## config.mk

```make
export PLATFORM = sky130hd
export DESIGN_NAME = ud_bfs_sched_flat
export DESIGN_NICKNAME = d
export VERILOG_FILES = /design/src/rtl/ud_bfs_sched_if.sv /design/src/rtl/ud_bfs_sched.sv /design/src/flat_wrapper.sv
export SDC_FILE = /design/constraint.sdc
export NUM_CORES = 1
export LEC_CHECK = 0
export CAP_MARGIN = 20
export CORE_MARGIN = 2
export CORE_UTILIZATION = 48
export DETAILED_ROUTE_END_ITERATION = 6
export PLACE_DENSITY = 0.62
export REMOVE_ABC_BUFFERS = 1
export SLEW_MARGIN = 5
export SYNTH_ARGS = -nofsm -noshare
export SYNTH_HDL_FRONTEND = slang
export SYNTH_SLANG_ARGS = --single-unit
```

## constraint.sdc

```tcl
create_clock -name clk -period 18.12 [get_ports clk]
set_input_delay 1.812 -clock clk [delete_from_list [all_inputs] [get_ports clk]]
set_output_delay 1.812 -clock clk [all_outputs]
set_load 0.01 [all_outputs]
```

## src/rtl/ud_bfs_sched_if.sv

```systemverilog
// Configuration, launch and verdict bus of ud_bfs_sched.
// The master drives table writes and start; the slave (the scheduler) returns status and verdict.
interface ud_bfs_sched_if;
    logic        cfg_we;
    logic [2:0]  cfg_idx;
    logic [15:0] cfg_word;
    logic        start;
    logic        busy;
    logic        done;
    logic        ambiguous;
    logic        overflow;
    logic [15:0] steps;
    logic [15:0] witness_word;
    logic [2:0]  witness_idx;

    modport master (
        output cfg_we, cfg_idx, cfg_word, start,
        input  busy, done, ambiguous, overflow, steps, witness_word, witness_idx
    );

    modport slave (
        input  cfg_we, cfg_idx, cfg_word, start,
        output busy, done, ambiguous, overflow, steps, witness_word, witness_idx
    );
endinterface

```

## src/rtl/ud_bfs_sched.sv

```systemverilog
// Sardinas-Patterson unique-decipherability checker: scheduled BFS over dangling suffixes.
// Define UD_WITNESS_EN to latch the suffix/table index that proves ambiguity.
module ud_bfs_sched #(
    parameter int unsigned QDEPTH = 8,
    parameter int unsigned VDEPTH = 16
) (
    input logic           clk,
    input logic           rst_n,
    ud_bfs_sched_if.slave bus
);
    localparam int unsigned QW  = (QDEPTH > 1) ? $clog2(QDEPTH) : 1;
    localparam int unsigned QCW = $clog2(QDEPTH + 1);
    localparam int unsigned VW  = (VDEPTH > 1) ? $clog2(VDEPTH) : 1;
    localparam int unsigned VCW = $clog2(VDEPTH + 1);

    typedef enum logic [2:0] {StIdle, StSeed, StPop, StScan, StDone} state_e;

    state_e           state_q, state_d;
    logic [7:0][15:0] tbl_q;
    logic [16:0]      q_mem_q [QDEPTH];
    logic [QW-1:0]    q_head_q, q_head_d, q_tail_q, q_tail_d;
    logic [QCW-1:0]   q_cnt_q, q_cnt_d;
    logic [15:0]      vis_mem_q [VDEPTH];
    logic [VCW-1:0]   vis_cnt_q, vis_cnt_d;
    logic [15:0]      w_q, w_d;
    logic             seed_q, seed_d;
    logic [2:0]       idx_q, idx_d;
    logic [1:0]       s_q, s_d;
    logic             amb_q, amb_d, ovf_q, ovf_d;
    logic [15:0]      steps_q, steps_d;

    logic        busy, launch, tbl_we;
    logic        push_en, push_seed, vis_ins;
    logic [15:0] push_word, c_word, n_word;
    logic        hit_a, hit_b, hit_c, in_vis, q_full, vis_full;
    logic [3:0]  nz_first, nz_cur, nz_nxt;

    // Character count from the stop-bit position.
    function automatic logic [2:0] word_len(logic [15:0] w);
        if (w[15])      return 3'd5;
        else if (w[12]) return 3'd4;
        else if (w[9])  return 3'd3;
        else if (w[6])  return 3'd2;
        else if (w[3])  return 3'd1;
        else            return 3'd0;
    endfunction

    // Proper prefix of s+1 chars; 0x7FFF can never match a legal word.
    function automatic logic [15:0] pre(logic [15:0] w, logic [1:0] s);
        logic [2:0]  k;
        logic [15:0] r;
        k = {1'b0, s} + 3'd1;
        case (s)
            2'd0:    r = {12'b0, 1'b1, w[2:0]};
            2'd1:    r = {9'b0, 1'b1, w[5:0]};
            2'd2:    r = {6'b0, 1'b1, w[8:0]};
            default: r = {3'b0, 1'b1, w[11:0]};
        endcase
        if (word_len(w) <= k) r = 16'h7FFF;
        return r;
    endfunction

    function automatic logic [15:0] suf(logic [15:0] w, logic [1:0] s);
        case (s)
            2'd0:    return w >> 3;
            2'd1:    return w >> 6;
            2'd2:    return w >> 9;
            default: return w >> 12;
        endcase
    endfunction

    // {found, index} of the lowest nonzero table entry at or above 'from'.
    function automatic logic [3:0] next_nz(logic [7:0][15:0] t, logic [3:0] from);
        logic [3:0] r;
        r = 4'd0;
        for (int k = 7; k >= 0; k--) begin
            if (4'(k) >= from && t[k] != 16'd0) r = {1'b1, 3'(k)};
        end
        return r;
    endfunction

    function automatic logic [QW-1:0] ptr_inc(logic [QW-1:0] p);
        return (p == QW'(QDEPTH - 1)) ? '0 : p + QW'(1);
    endfunction

    assign busy     = (state_q == StSeed) || (state_q == StPop) || (state_q == StScan);
    assign launch   = !busy && bus.start;
    assign tbl_we   = !busy && bus.cfg_we;
    assign q_full   = (q_cnt_q == QCW'(QDEPTH));
    assign vis_full = (vis_cnt_q == VCW'(VDEPTH));

    assign nz_first = next_nz(tbl_q, 4'd0);
    assign nz_cur   = next_nz(tbl_q, {1'b0, idx_q});
    assign nz_nxt   = next_nz(tbl_q, {1'b0, nz_cur[2:0]} + 4'd1);

    assign c_word = tbl_q[idx_q];
    assign hit_a  = !seed_q && (s_q == 2'd0) && (w_q == c_word);
    assign hit_b  = (c_word == pre(w_q, s_q));
    assign hit_c  = (pre(c_word, s_q) == w_q);
    assign n_word = hit_b ? suf(w_q, s_q) : suf(c_word, s_q);

    always_comb begin
        in_vis = 1'b0;
        for (int k = 0; k < VDEPTH; k++) begin
            if (VCW'(k) < vis_cnt_q && vis_mem_q[k] == n_word) in_vis = 1'b1;
        end
    end

    always_comb begin
        state_d   = state_q;
        q_head_d  = q_head_q;
        q_tail_d  = q_tail_q;
        q_cnt_d   = q_cnt_q;
        vis_cnt_d = vis_cnt_q;
        w_d       = w_q;
        seed_d    = seed_q;
        idx_d     = idx_q;
        s_d       = s_q;
        amb_d     = amb_q;
        ovf_d     = ovf_q;
        steps_d   = steps_q;
        push_en   = 1'b0;
        push_seed = 1'b0;
        push_word = '0;
        vis_ins   = 1'b0;
        case (state_q)
            StIdle, StDone: begin
                if (launch) begin
                    state_d   = StSeed;
                    q_head_d  = '0;
                    q_tail_d  = '0;
                    q_cnt_d   = '0;
                    vis_cnt_d = '0;
                    idx_d     = 3'd0;
                    amb_d     = 1'b0;
                    ovf_d     = 1'b0;
                    steps_d   = '0;
                end
            end
            StSeed: begin
                if (!nz_cur[3]) begin
                    state_d = StPop;
                end else if (q_full) begin
                    ovf_d   = 1'b1;
                    state_d = StDone;
                end else begin
                    push_en   = 1'b1;
                    push_seed = 1'b1;
                    push_word = tbl_q[nz_cur[2:0]];
                    idx_d     = nz_nxt[2:0];
                    if (!nz_nxt[3]) state_d = StPop;
                end
            end
            StPop: begin
                if (q_cnt_q == '0 || !nz_first[3]) begin
                    state_d = StDone;
                end else begin
                    {seed_d, w_d} = q_mem_q[q_head_q];
                    q_head_d      = ptr_inc(q_head_q);
                    q_cnt_d       = q_cnt_q - QCW'(1);
                    idx_d         = nz_first[2:0];
                    s_d           = 2'd0;
                    state_d       = StScan;
                end
            end
            StScan: begin
                if (steps_q != 16'hFFFF) steps_d = steps_q + 16'd1;
                if (hit_a) begin
                    amb_d   = 1'b1;
                    state_d = StDone;
                end else if ((hit_b || hit_c) && !in_vis && (q_full || vis_full)) begin
                    ovf_d   = 1'b1;
                    state_d = StDone;
                end else begin
                    if ((hit_b || hit_c) && !in_vis) begin
                        push_en   = 1'b1;
                        push_word = n_word;
                        vis_ins   = 1'b1;
                    end
                    if (s_q != 2'd3) begin
                        s_d = s_q + 2'd1;
                    end else begin
                        s_d = 2'd0;
                        if (nz_nxt[3]) idx_d = nz_nxt[2:0];
                        else           state_d = StPop;
                    end
                end
            end
            default: state_d = StIdle;
        endcase
        // Pops only happen in POP and pushes never do, so the count updates cannot collide.
        if (push_en) begin
            q_tail_d = ptr_inc(q_tail_q);
            q_cnt_d  = q_cnt_q + QCW'(1);
        end
        if (vis_ins) vis_cnt_d = vis_cnt_q + VCW'(1);
    end

    always_ff @(posedge clk or negedge rst_n) begin
        if (!rst_n) begin
            state_q   <= StIdle;
            q_head_q  <= '0;
            q_tail_q  <= '0;
            q_cnt_q   <= '0;
            vis_cnt_q <= '0;
            w_q       <= '0;
            seed_q    <= 1'b0;
            idx_q     <= 3'd0;
            s_q       <= 2'd0;
            amb_q     <= 1'b0;
            ovf_q     <= 1'b0;
            steps_q   <= '0;
            tbl_q[0]  <= 16'h0008;
            tbl_q[1]  <= 16'h000A;
            tbl_q[2]  <= 16'h0058;
            tbl_q[3]  <= 16'h0248;
            tbl_q[4]  <= 16'h02C1;
            tbl_q[5]  <= 16'h0263;
            tbl_q[6]  <= 16'hC689;
            tbl_q[7]  <= 16'h0000;
        end else begin
            state_q   <= state_d;
            q_head_q  <= q_head_d;
            q_tail_q  <= q_tail_d;
            q_cnt_q   <= q_cnt_d;
            vis_cnt_q <= vis_cnt_d;
            w_q       <= w_d;
            seed_q    <= seed_d;
            idx_q     <= idx_d;
            s_q       <= s_d;
            amb_q     <= amb_d;
            ovf_q     <= ovf_d;
            steps_q   <= steps_d;
            if (tbl_we) tbl_q[bus.cfg_idx] <= bus.cfg_word;
        end
    end

    // Storage needs no reset: occupancy is tracked by the counters.
    always_ff @(posedge clk) begin
        if (push_en) q_mem_q[q_tail_q] <= {push_seed, push_word};
        if (vis_ins) vis_mem_q[vis_cnt_q[VW-1:0]] <= n_word;
    end

    assign bus.busy      = busy;
    assign bus.done      = (state_q == StDone);
    assign bus.ambiguous = amb_q;
    assign bus.overflow  = ovf_q;
    assign bus.steps     = steps_q;

`ifdef UD_WITNESS_EN
    logic [15:0] wit_word_q;
    logic [2:0]  wit_idx_q;

    always_ff @(posedge clk or negedge rst_n) begin
        if (!rst_n) begin
            wit_word_q <= '0;
            wit_idx_q  <= '0;
        end else if (launch) begin
            wit_word_q <= '0;
            wit_idx_q  <= '0;
        end else if (state_q == StScan && hit_a) begin
            wit_word_q <= w_q;
            wit_idx_q  <= idx_q;
        end
    end

    assign bus.witness_word = wit_word_q;
    assign bus.witness_idx  = wit_idx_q;
`else
    assign bus.witness_word = '0;
    assign bus.witness_idx  = '0;
`endif
endmodule

```

## src/flat_wrapper.sv

```systemverilog
// flat-port wrapper written by rule: the top's interface ports become plain ports
module ud_bfs_sched_flat 
#(
    parameter int unsigned QDEPTH = 8,
    parameter int unsigned VDEPTH = 16
)
  (clk, rst_n, bus_cfg_we, bus_cfg_idx, bus_cfg_word, bus_start, bus_busy, bus_done, bus_ambiguous, bus_overflow, bus_steps, bus_witness_word, bus_witness_idx);
  ud_bfs_sched_if bus_i ();
  input logic clk;
  input logic rst_n;
  input wire logic [$bits(bus_i.cfg_we)-1:0] bus_cfg_we;
  input wire logic [$bits(bus_i.cfg_idx)-1:0] bus_cfg_idx;
  input wire logic [$bits(bus_i.cfg_word)-1:0] bus_cfg_word;
  input wire logic [$bits(bus_i.start)-1:0] bus_start;
  output wire logic [$bits(bus_i.busy)-1:0] bus_busy;
  output wire logic [$bits(bus_i.done)-1:0] bus_done;
  output wire logic [$bits(bus_i.ambiguous)-1:0] bus_ambiguous;
  output wire logic [$bits(bus_i.overflow)-1:0] bus_overflow;
  output wire logic [$bits(bus_i.steps)-1:0] bus_steps;
  output wire logic [$bits(bus_i.witness_word)-1:0] bus_witness_word;
  output wire logic [$bits(bus_i.witness_idx)-1:0] bus_witness_idx;
  assign bus_i.cfg_we = bus_cfg_we;
  assign bus_i.cfg_idx = bus_cfg_idx;
  assign bus_i.cfg_word = bus_cfg_word;
  assign bus_i.start = bus_start;
  assign bus_busy = bus_i.busy;
  assign bus_done = bus_i.done;
  assign bus_ambiguous = bus_i.ambiguous;
  assign bus_overflow = bus_i.overflow;
  assign bus_steps = bus_i.steps;
  assign bus_witness_word = bus_i.witness_word;
  assign bus_witness_idx = bus_i.witness_idx;
  ud_bfs_sched #(.QDEPTH(QDEPTH), .VDEPTH(VDEPTH)) u_core (.clk(clk), .rst_n(rst_n), .bus(bus_i));
endmodule
```

# Yosys cells after proc, flatten, opt, wreduce, memory -nomap -nowiden
# Memory sizes are Yosys's and may differ from the RTL's. A register that Yosys moved wholly into a read port is not among the register bits.
# Cells that the tools add are included.
[totals] out_inout_bits=39 regBits=169 in_bits=23 elab_cells=322 ram_bits=344 memories=2
[classes] eq_ne=46 n_mux=128 n_bitwise=1 n_lt_le_gt_ge=37 addsub=9 n_reduce_logical=81
[mem_list] name="u_core.vis_mem_q" words=16 width=13 read_ports=16 rd_clocked_by_memory_dff=0 wr=1 line_no="ud_bfs_sched.sv:23" text="logic [15:0] vis_mem_q [VDEPTH];"
[mem_list] name="u_core.q_mem_q" words=8 width=17 read_ports=1 rd_clocked_by_memory_dff=1 wr=1 line_no="ud_bfs_sched.sv:20" text="logic [16:0] q_mem_q [QDEPTH];"
[op_table] operator="$eq A16 B16 Y1" n=17
[op_table] operator="$mux W16" n=10
[op_table] operator="$pmux W13 S3" n=4
[op_table] operator="$bwmux W128" n=1
[op_table] operator="$reduce_bool A16 Y1" n=8
[op_table] operator="$mux W4" n=26
[op_table] operator="$bmux W16 S3" n=2
[op_table] operator="$mux W3" n=29
[op_table] operator="$pmux W16 S2" n=2
[op_table] operator="$demux W16 S3" n=1
[op_table] operator="$lt A4 B5 Y1 const A" n=8
[op_table] operator="$logic_and A1 B1 Y1" n=38
[op_table] operator="$mux W1" n=35
[op_table] operator="$mux W15" n=2
[op_table] operator="$pmux W3 S4" n=2
[op_table] operator="$lt A3 B5 Y1 const A" n=4
[op_table] operator="$add A16 B1 Y16 const B" n=1
[op_table] operator="$eq A15 B16 Y1" n=1
[op_table] operator="$eq A16 B15 Y1" n=1
[op_table] operator="$ge A3 B4 Y1 const A" n=4
[op_table] operator="$ne A16 B16 Y1 const B" n=1
[op_table] operator="$ne A2 B2 Y1 const B" n=8
[op_table] operator="$mux W5" n=3
[op_table] operator="$reduce_bool A2 Y1" n=7
[op_table] operator="49 further kinds" n=87

# Depth between registers and ports, before layout
# Gate-level depths: netlist of run 1.
[depth] depth_word=35 depth_mapped=27 mapped_depth_nobuf=22

# Worst setup path after synthesis of run 1
# Ideal clock, no wire load.
[synth_timing] kind="reg2reg" start="register u_core.s_q[0]" end="memory u_core.q_mem_q[5][0] (enable)" path_stages_with_launch=25 path_slack_ns=10.982 synth_period_minus_slack_ns=7.138 arrival_time_ns=6.722 required_ns=17.704 path_buffers=6 setup_ns=0.416 cell_sequence="dfrtp_1 > ha_1 > clkbuf_1 > clkbuf_1 > inv_2 > buf_1 > ha_1 > and3_1 > a21oi_1 > a21oi_1 > a2111oi_1 > o2111ai_1 > nor3_2 > mux2i_1 > buf_2 > buf_1 > xnor2_1 > nor3_1 > o2111ai_2 > o2111ai_2 > nor4_2 > or2_1 > buf_6 > nand2_1 > nor3b_1"
[synth_via] elab_chain_len=31 elab_cells_between_ends=75 classes_between="add/sub (1); order compare (2); eq/ne (20); mux (29); reduce/logical (23)"
[synth_rtl] element="from (decl)" line_no="ud_bfs_sched.sv:28" text="logic [1:0] s_q, s_d;"
[synth_rtl] element="from (signal assigned)" line_no="ud_bfs_sched.sv:209" text="s_q <= 2'd0;"
[synth_rtl] element="from (signal assigned)" line_no="ud_bfs_sched.sv:230" text="s_q <= s_d;"
[synth_rtl] element="$add A2 B1 Y3 (tied with other cells)" line_no="ud_bfs_sched.sv:52" text="k = {1'b0, s} + 3'd1;"
[synth_rtl] element="$le A3 B3 Y1 / $pmux W13 S3 (equally long branches)" line_no="ud_bfs_sched.sv:59, ud_bfs_sched.sv:53"
[synth_rtl] element="$mux W15" line_no="ud_bfs_sched.sv:59" text="if (word_len(w) <= k) r = 16'h7FFF;"
[synth_rtl] element="$eq A16 B15 Y1" line_no="ud_bfs_sched.sv:98" text="assign hit_b = (c_word == pre(w_q, s_q));"
[synth_rtl] element="$mux W13" line_no="ud_bfs_sched.sv:100" text="assign n_word = hit_b ? suf(w_q, s_q) : suf(c_word, s_q);"
[synth_rtl] element="$eq A16 B16 Y1" line_no="ud_bfs_sched.sv:105" text="if (VCW'(k) < vis_cnt_q && vis_mem_q[k] == n_word) in_vis = 1'b1;"
[synth_rtl] element="$logic_and A1 B1 Y1" line_no="ud_bfs_sched.sv:105"
[synth_rtl] element="$mux W1 (16 in series)" line_no="ud_bfs_sched.sv:105"
[synth_rtl] element="$logic_not A1 Y1" line_no="ud_bfs_sched.sv:171, ud_bfs_sched.sv:175"
[synth_rtl] element="$logic_and A1 B1 Y1" line_no="ud_bfs_sched.sv:171, ud_bfs_sched.sv:175"
[synth_rtl] element="$mux W1 / $logic_and A1 B1 Y1 (equally long branches)" line_no="ud_bfs_sched.sv:175, ud_bfs_sched.sv:171"
[synth_rtl] element="$mux W1" line_no="ud_bfs_sched.sv:171" text="end else if ((hit_b || hit_c) && !in_vis && (q_full || vis_full)) begin"
[synth_rtl] element="$mux W1 *" line_no="ud_bfs_sched.sv:168" text="if (hit_a) begin"
[synth_rtl] element="$pmux W1 S2 *" line_no="ud_bfs_sched.sv:126" text="case (state_q)"
[synth_rtl] element="$mux W1 *" line_no="ud_bfs_sched.sv:240" text="if (push_en) q_mem_q[q_tail_q] <= {push_seed, push_word};"
[synth_rtl] element="$mux W1 (implied by the code) *" line_no="ud_bfs_sched.sv:240"
[synth_rtl] element="to (decl)" line_no="ud_bfs_sched.sv:20"
# Every way passes the cells marked *; elsewhere a longest branch is shown, timed or not.

# Worst setup path in the final report of run 1
[layout_timing] start="register u_core.idx_q[1]" end="memory u_core.q_mem_q[2][5] (enable)"
[layout_via] elab_chain_len=30 elab_cells_between_ends=96 classes_between="order compare (8); eq/ne (19); mux (41); reduce/logical (28)"
[layout_rtl] element="from (decl)" line_no="ud_bfs_sched.sv:27" text="logic [2:0] idx_q, idx_d;"
[layout_rtl] element="from (signal assigned)" line_no="ud_bfs_sched.sv:229" text="idx_q <= idx_d;"
[layout_rtl] element="$bmux W16 S3 *" line_no="ud_bfs_sched.sv:96" text="assign c_word = tbl_q[idx_q];"
[layout_rtl] element="$mux W16 (implied by the code) *" line_no="ud_bfs_sched.sv:96"
[layout_rtl] element="$eq A16 B15 Y1 / $pmux W13 S3 (equally long branches)" line_no="ud_bfs_sched.sv:98, ud_bfs_sched.sv:64"
[layout_rtl] element="$mux W13 *" line_no="ud_bfs_sched.sv:100"
[layout_rtl] element="via u_core.n_word[10]" line_no="ud_bfs_sched.sv:34" text="logic [15:0] push_word, c_word, n_word;"
[layout_rtl] element="$eq A16 B16 Y1" line_no="ud_bfs_sched.sv:105"
[layout_rtl] element="$logic_and A1 B1 Y1" line_no="ud_bfs_sched.sv:105"
[layout_rtl] element="$mux W1 (15 in series)" line_no="ud_bfs_sched.sv:105"
[layout_rtl] element="$mux W1 *" line_no="ud_bfs_sched.sv:105"
[layout_rtl] element="$logic_not A1 Y1 *" line_no="ud_bfs_sched.sv:171, ud_bfs_sched.sv:175"
[layout_rtl] element="$logic_and A1 B1 Y1 *" line_no="ud_bfs_sched.sv:171, ud_bfs_sched.sv:175"
[layout_rtl] element="$mux W1 / $logic_and A1 B1 Y1 (equally long branches)" line_no="ud_bfs_sched.sv:175, ud_bfs_sched.sv:171"
[layout_rtl] element="$mux W1 *" line_no="ud_bfs_sched.sv:171"
[layout_rtl] element="$mux W1 *" line_no="ud_bfs_sched.sv:168"
[layout_rtl] element="$pmux W1 S2 *" line_no="ud_bfs_sched.sv:126"
[layout_rtl] element="$mux W1 *" line_no="ud_bfs_sched.sv:240"
[layout_rtl] element="$mux W1 (implied by the code) *" line_no="ud_bfs_sched.sv:240"
# The timed path passes the listed nets; every way through them passes the cells marked *. The select of a mux whose other input is x is not followed.

==> metrics.md, run 1 <==
| Metric | Value |
|---|---|
| Cell with the most instances on the worst path | sky130_fd_sc_hd__buf_4 |
| Distinct cells, synth | 90 |
| H-tree Lvls | 2 |
| DRC violation count after routing | 0 |
| Category of the worst setup path capture point | flop |
| Worst min-delay path category | flop to flop |
| Routed wire length | 92200 um |
| Initial antenna violation count | 0 |
| Vias | 21408 |
| Area growth, synth to finish | 10.7% |
| Placer's final routability congestion estimate | 0.958 |
| Aggregate global-route resource usage | 0.303 |
| # Post-CTS Setup Buffers | 0 |
| Non-Filler Cell Area, Final | 0.0313 mm^2 |
| Post-Synthesis Mean Instance Area | 11.6 um^2 |
| Pre-Repair DR Iteration Count | 6 |
| Final count of pins violating max slew | 0 |
| Clk sinks | 530 |
| Type of the setup path with the least slack | flop to flop |
| Skew-Pair Late Insertion Delay | 0.62 ns |
| Sum of net half-perimeters after detailed placement | 61400 um |
| Final hold violation count | 0 |
| Vias in the first global route | 20723 |
| Critical path launch point type | flop |
| Number of rows created at floorplan | 88 |
| Max IR drop VDD | 0.112 mV |
| Clock tree buffer depth | 3 |
| Initial core utilization | 0.487 |
| Std-Cell Core Area | 0.0580 mm^2 |
| Boundary pin count | 62 |
| Number of antenna-violating nets in the routed design | 0 |
| Worst max-slew margin expressed relative to the limit | 0.194 |
| Pre-CTS setup slack | 10.13 ns |
| Unrepaired setup endpoints after global routing | no |
| Clk pin slew, worst setup/hold paths | 0.07 ns |
| Post-Synthesis Cell Area | 0.0283 mm^2 |
| Global-route wire length before repair | 136000 um |
| Final global-route overflow total | 0 |
| Total number of yosys warnings | 0 |
| Critical Path, Cell by Cell | buf_4 > nor2b_1 > a22oi_1 > nand2_1 > o221a_2 > a31o_2 > o2111ai_1 > or3_2 > buf_4 > mux2i_4 > xor2_1 > a2111oi_0 > a32oi_1 > nand4_1 > nor4_2 > buf_4 > or2_1 > buf_4 > nand2b_1 > nor3b_2 > buf_4 |
| Clock tree from TritonCTS | done |
| Slew @ Worst Pin | 1.21 ns |
| Ratio of routed vias to standard cells | 6.56 |
| Ant. Diodes | 0 |
| Worst stage delay on the critical path | 0.94 ns |
| Required time at the worst-slack endpoint | 18.39 ns |
| Post-route setup slack | 9.95 ns |
| Prevailing post-synth register cell | sky130_fd_sc_hd__edfxtp_1 |
| Synth Instances | 2439 |
| Setup TNS | 0 ns |
| Largest fanout on the critical path | 41 |
| Min Clock Period, post-route | 8.17 ns |
| Max Clk Rate | 122 MHz |
| Skew final | 0.0535 ns |
| Port Buffer Count | 42 |
| Width of the die | 247 um |
| Floorplan die area | 0.0609 mm^2 |
| Data arrival time of the critical path | 8.44 ns |
| CTS buffer count | 55 |
| Chip height | 247 um |
| Register-to-Register Setup Slack | 9.95 ns |
| PwrDens | 180 mW/mm^2 |
| Layout fillers | 4888 |
| Fin Hold WS | 0.508 ns |
| Maximum number of pins on one net before global-route repair | 68 |
| Slowest cell on the critical path | sky130_fd_sc_hd__mux2i_4 |
| Share of cells above drive strength 1 | 0.164 |
| Post-CTS Hold Buffers | 0 |
| Setup-violating endpoint count in the final report | 0 |
| Post-DP Area | 0.0295 mm^2 |
| Portion of the clock cycle consumed by the worst path in the final layout | 0.451 |
| Max Cap Viol | 0 |
| Root buf cell | sky130_fd_sc_hd__clkbuf_16 |
| Number of nets in the finished design | 2509 |
| Drt first-iter violations | 2785 |
| Status | finished clean |
| Reported leakage power | 11.0 nW |
| Seq/Total Area, Yosys | 0.531 |
| FF+latch count, synth | 530 |
| Number of instances resized during post-cts repair | 0 |
| Number of enable-type register cells in the synthesized netlist | 344 |
| Routed wirelength normalized by instance count | 28.2 um |
| Share of synthesized flip-flops with an asynchronous set or reset | 0.351 |
==> critical path: cells and delay by family, from the launching register on <==
family,cells,cell delay (ns)
AND/OR/NAND/NOR,8,3.35
buffers and inverters,5,1.47
AO/OA/AOI/OAI,6,1.31
multiplexers,1,0.94
flip-flops,1,0.46
XOR/XNOR,1,0.19
==> final cells by class <==
cell class,count,area [um^2],share of cell area
flip-flops and latches,530,15000,0.480
repair buffers,107,953,0.0305
multi-input cells,1716,12500,0.398
inverters,49,184,0.00588
clock buffers,67,1440,0.0461
well taps,765,957,0.0306
clock inverters,31,283,0.00904
==> cell usage after synthesis, drive strengths merged (29+ instances only) <==
| master | count | area share |
|---|---|---|
| nand2 | 258 | 0.035 |
| mux4 | 38 | 0.030 |
| buf | 63 | 0.015 |
| clkbuf | 99 | 0.013 |
| a21oi | 88 | 0.016 |
| nor3 | 48 | 0.0087 |
| xor2 | 60 | 0.019 |
| mux2 | 139 | 0.055 |
| o22ai | 29 | 0.0064 |
| nand3 | 85 | 0.015 |
| and3 | 30 | 0.0066 |
| inv | 49 | 0.0065 |
| nor2 | 144 | 0.019 |
| mux2i | 87 | 0.032 |
| xnor2 | 174 | 0.054 |
| dfrtp | 161 | 0.14 |
| edfxtp | 344 | 0.37 |
| nand4 | 29 | 0.0064 |
| a22oi | 37 | 0.010 |
| o21ai | 71 | 0.013 |
| nor4 | 67 | 0.015 |
==> cells in the final DEF (no fill, tap or decap), types with 30 or more instances in the layout <==
master,Yosys,layout
sky130_fd_sc_hd__mux2i_1,84,82
sky130_fd_sc_hd__nand3_1,85,85
sky130_fd_sc_hd__clkdlybuf4s50_1,0,41
sky130_fd_sc_hd__mux2_2,138,138
sky130_fd_sc_hd__xor2_1,60,60
sky130_fd_sc_hd__mux4_2,38,38
sky130_fd_sc_hd__a22oi_1,35,35
sky130_fd_sc_hd__nor3_1,47,40
sky130_fd_sc_hd__edfxtp_1,344,344
sky130_fd_sc_hd__xnor2_1,174,174
sky130_fd_sc_hd__inv_1,47,46
sky130_fd_sc_hd__and3_1,30,30
sky130_fd_sc_hd__clkbuf_16,0,55
sky130_fd_sc_hd__nor4_1,64,64
sky130_fd_sc_hd__dfrtp_1,161,159
sky130_fd_sc_hd__buf_4,26,60
sky130_fd_sc_hd__o21ai_0,68,68
sky130_fd_sc_hd__nand2_1,255,255
sky130_fd_sc_hd__nor2_1,142,139
sky130_fd_sc_hd__a21oi_1,87,87
==> path summary, 6_finish.rpt <==
path	end	startpoint	cells past startpoint
min in group asynchronous	u_core.tbl_q[102]	rst_n	1
max	u_core.q_mem_q[2][5]	u_core.idx_q[1]	21
max reg2reg	u_core.q_mem_q[2][5]	u_core.idx_q[1]	21
min	u_core.q_head_q[2]	u_core.q_head_q[2]	2
max in group asynchronous	u_core.q_head_q[0]	rst_n	3
min reg2reg	u_core.q_head_q[2]	u_core.q_head_q[2]	2
==> power breakdown <==
part | switching [mW] | internal, mW
clock | 0.473 | 0.633
combinational | 1.74 | 0.846
sequential | 0.265 | 1.69
==> kinds of logic after synthesis <==
logic type / Yosys count / share of synthesized area
AOI/OAI and AO/OA: 425 / 0.105
xor gates and xnor gates: 234 / 0.0725
adders and majority gates: 27 / 0.0119
buffers and inverters: 211 / 0.0349
DFF: 530 / 0.531
muxes: 264 / 0.118
other: 1 / 0.000133
and+or+nand+nor: 747 / 0.127
==> per-stage QoR <==
stage	utilization	power (mW)	instances
2_1_floorplan	-	3.38	2295
3_3_place_gp	0.508	4.44	3158
3_5_place_dp	0.508	4.47	3160
4_1_cts	0.538	5.58	3258
5_1_grt	0.539	5.85	3265
6_report	0.539	5.65	3265
==> flip-flops by register name (all words and copies together), names as in the netlist, 4 cells and up <==
| register | cells |
|---|---|
| u_core.bus.steps | 16 |
| u_core.vis_mem_q | 208 |
| u_core.q_mem_q | 136 |
| u_core.w_q | 16 |
| u_core.tbl_q | 128 |
| u_core.q_cnt_q | 4 |
| u_core.vis_cnt_q | 5 |
==> per-layer routing <==
| layer | global-route usage | share of wire | vias to the layer above |
|---|---|---|---|
| li1 | - | - | 9176 |
| met2 | 0.483 | 0.46 | 1319 |
| met1 | 0.411 | 0.40 | 10630 |
| met5 | 0 | 0 | - |
| met3 | 0.0472 | 0.092 | 283 |
| met4 | 0.134 | 0.050 | 0 |
Power figures use the tool's default switching activity.
==> run 2: changes to the inputs <==
--- a/config.mk
+++ b/config.mk
@@ -9,7 +9,7 @@
 export CORE_MARGIN = 2
 export CORE_UTILIZATION = 48
 export DETAILED_ROUTE_END_ITERATION = 6
-export PLACE_DENSITY = 0.62
+export PLACE_DENSITY = 0.65
 export REMOVE_ABC_BUFFERS = 1
 export SLEW_MARGIN = 5
 export SYNTH_ARGS = -nofsm -noshare
==> constraint.sdc (replaced) <==
create_clock -name clk -period 7.3 [get_ports clk]
set_input_delay 0.73 -clock clk [delete_from_list [all_inputs] [get_ports clk]]
set_output_delay 0.73 -clock clk [all_outputs]
set_load 0.01 [all_outputs]
==> run 2 against run 1 <==
Compared with the run above:
- sequential power increased by 150%
- core utilization increased by 1.1 points
- combinational power increased to 2.5 times the previous value
- critical path depth unchanged
- setup slack got worse by 9.7 ns
- final cell count increased by 1.2%
- routed wire length increased by 3.0%
- maximum frequency increased by 16%
- cell area increased by 2.0%
- global-route usage increased by 0.97 points
==> metrics.md, run 2 (synthesis results as in run 1) <==
| Metric | Value |
|---|---|
| PwrDens | 455 mW/mm^2 (was 180 mW/mm^2) |
| Routed wirelength normalized by instance count | 28.7 um (was 28.2 um) |
| Area growth, synth to finish | 12.8% (was 10.7%) |
| Initial core utilization | 0.487 (unchanged) |
| Routed wire length | 94900 um (was 92200 um) |
| Boundary pin count | 62 (unchanged) |
| Maximum number of pins on one net before global-route repair | 108 (was 68) |
| Pre-Repair DR Iteration Count | 6 (unchanged) |
| Portion of the clock cycle consumed by the worst path in the final layout | 0.964 (was 0.451) |
| Type of the setup path with the least slack | flop to flop (unchanged) |
| Max Cap Viol | 0 (unchanged) |
| Vias in the first global route | 21342 (was 20723) |
| Final global-route overflow total | 0 (unchanged) |
| Final cell count without fillers | 3303 (was 3265) |
| Std-Cell Core Area | 0.0580 mm^2 (unchanged) |
| Aggregate global-route resource usage | 0.312 (was 0.303) |
| Worst max-slew margin expressed relative to the limit | 0.217 (was 0.194) |
| Critical path launch point type | flop (unchanged) |
| Leading cell type in the layout, fill and taps excluded | sky130_fd_sc_hd__edfxtp_1 (unchanged) |
| Slowest cell on the critical path | sky130_fd_sc_hd__o22ai_1 (was sky130_fd_sc_hd__mux2i_4) |
| Drt first-iter violations | 2710 (was 2785) |
| CTS buffer count | 56 (was 55) |
| Ratio of routed vias to standard cells | 6.55 (was 6.56) |
| Worst stage delay on the critical path | 0.72 ns (was 0.94 ns) |
| Clock tree buffer depth | 3 (unchanged) |
| Placed Cells incl. Taps | 3194 (was 3160) |
| Slew @ Worst Pin | 1.17 ns (was 1.21 ns) |
| Clk sinks | 530 (unchanged) |
| Flip-flop count of the largest register, all copies and words added | 208 (unchanged) |
| Setup-violating endpoint count in the final report | 0 (unchanged) |
| Initial antenna violation count | 0 (unchanged) |
| Max Clk Rate | 142 MHz (was 122 MHz) |
| Unrepaired setup endpoints after global routing | no (unchanged) |
| Critical Path, Cell by Cell | and2_1 > a22oi_1 > nand2_1 > nand2_1 > a21oi_1 > ha_1 > nor2b_1 > o21ai_0 > inv_1 > o21ai_2 > a21oi_1 > o21ai_0 > xnor2_1 > nand4_1 > or4_1 > o31ai_1 > nand4_1 > nor4_2 > buf_4 > inv_2 > o22ai_1 (was buf_4 > nor2b_1 > a22oi_1 > nand2_1 > o221a_2 > a31o_2 > o2111ai_1 > or3_2 > buf_4 > mux2i_4 > xor2_1 > a2111oi_0 > a32oi_1 > nand4_1 > nor4_2 > buf_4 > or2_1 > buf_4 > nand2b_1 > nor3b_2 > buf_4) |
| Root buf cell | sky130_fd_sc_hd__clkbuf_16 (unchanged) |
| Total buffers and inverters traversed by the critical path | 3 (was 5) |
| Top cell family by delay on the critical path | simple AND/OR/NAND/NOR gates (unchanged) |
| Number of nets in the finished design | 2542 (was 2509) |
| Number of rows created at floorplan | 88 (unchanged) |
| Width of the die | 247 um (unchanged) |
| Vias | 21634 (was 21408) |
| Global-route wire length before repair | 140000 um (was 136000 um) |
| Placer's final routability congestion estimate | 0.997 (was 0.958) |
| Number of antenna-violating nets in the routed design | 0 (unchanged) |
| Sum of net half-perimeters after detailed placement | 64300 um (was 61400 um) |
| Final count of pins violating max slew | 0 (unchanged) |
| Clock tree from TritonCTS | done (unchanged) |
| Share of cells above drive strength 1 | 0.180 (was 0.164) |
| Data arrival time of the critical path | 7.33 ns (was 8.44 ns) |
| Layout fillers | 4817 (was 4888) |
| Worst min-delay path category | primary input to async pin (was flop to flop) |
| Port Buffer Count | 42 (unchanged) |
| DRC violation count after routing | 0 (unchanged) |
| H-tree Lvls | 2 (unchanged) |
| Chip height | 247 um (unchanged) |
| Post-CTS Hold Buffers | 0 (unchanged) |
| Pre-CTS setup slack | 0.0150 ns (was 10.13 ns) |
| Skew-Pair Late Insertion Delay | 0.63 ns (was 0.62 ns) |
| Final hold violation count | 0 (unchanged) |
| Largest fanout on the critical path | 17 (was 41) |
| Ant. Diodes | 0 (unchanged) |
| Category of the worst setup path capture point | flop (unchanged) |
| Max IR drop VDD | 0.263 mV (was 0.112 mV) |
| Clk pin slew, worst setup/hold paths | 0.06 ns (was 0.07 ns) |
| Min Clock Period, post-route | 7.04 ns (was 8.17 ns) |
| Status | finished clean (unchanged) |
| Required time at the worst-slack endpoint | 7.59 ns (was 18.39 ns) |
| Skew final | 0.0250 ns (was 0.0535 ns) |
| Reported leakage power | 11.3 nW (was 11.0 nW) |
| Most frequent cells in the layout | 344 x sky130_fd_sc_hd__edfxtp_1, 255 x sky130_fd_sc_hd__nand2_1, 174 x sky130_fd_sc_hd__xnor2_1, 159 x sky130_fd_sc_hd__dfrtp_1, 141 x sky130_fd_sc_hd__nor2_1 (was 344 x sky130_fd_sc_hd__edfxtp_1, 255 x sky130_fd_sc_hd__nand2_1, 174 x sky130_fd_sc_hd__xnor2_1, 159 x sky130_fd_sc_hd__dfrtp_1, 139 x sky130_fd_sc_hd__nor2_1) |
| Post-route setup slack | 0.260 ns (was 9.95 ns) |
| Floorplan die area | 0.0609 mm^2 (unchanged) |
==> run 2: cell types whose count changed in the layout (fill, tap and decap cells not counted), sizes merged <==
| cell | change |
|---|---|
| bufinv | +5 |
| clkbuf | +9 |
| clkinv | -8 |
| buf | +31 |
| inv | -1 |
| clkinvlp | +2 |
==> run 2: power by group <==
part	leakage, nW	internal (mW)	switching, mW
Combinational	4.92	2.19	4.33
Sequential	5.44	4.19	0.651
Clock	0.993	1.92	1.25
Total	11.3	8.31	6.23
==> run 2: layout make-up <==
cell class,count,area (um^2),area share
Sequential cell,530,15000,0.471
Multi-Input combinational cell,1716,12500,0.391
Clock buffer,75,1630,0.0511
Timing Repair Buffer,139,1210,0.0381
Tap cell,765,957,0.0300
Clock inverter,29,428,0.0134
Inverter,49,184,0.00576
==> run 2: worst paths after layout <==
path                       slack, ns  depth (start not counted)                 start                     to
setup / recovery                0.26                         21       u_core.idx_q[2]  u_core.q_mem_q[4][11]
hold / removal                  0.24                          1                 rst_n    u_core.bus.steps[8]
setup reg to reg                0.26                         21       u_core.idx_q[2]  u_core.q_mem_q[4][11]
hold reg to reg                 0.51                          2  u_core.bus.ambiguous   u_core.bus.ambiguous
max in group asynchronous       5.72                          3                 rst_n      u_core.tbl_q[110]
min in group clk                0.51                          2  u_core.bus.ambiguous   u_core.bus.ambiguous
==> run 2: through the flow <==
step / setup TNS (ns) / power [mW] / hold WS (ns) / util / instance area, um^2
2_1_floorplan: -623.60 / 8.38 / 0.434 / - / 27500
3_3_place_gp: -21.07 / 11.1 / 0.493 / 0.512 / 29700
3_5_place_dp: 0 / 11.1 / 0.506 / 0.513 / 29700
4_1_cts: 0 / 14.3 / 0.269 / 0.548 / 31800
5_1_grt: 0 / 15.0 / 0.304 / 0.550 / 31900
6_report: 0 / 14.5 / 0.240 / 0.550 / 31900
==> run 2: metal layers <==
layer / track usage / routed length (um)
met1: 0.407 / 36500
met2: 0.485 / 42900
met3: 0.0644 / 9320
met4: 0.182 / 6190
met5: 0 / 0
==> run 2: repair_timing <==
item                                    in CTS  in global routing
gates resized for setup                      1                  5
cloned                                       0                  0
endpoints found under the setup margin      16                260
pin swaps                                    0                  0
buffers inserted                             0                  0
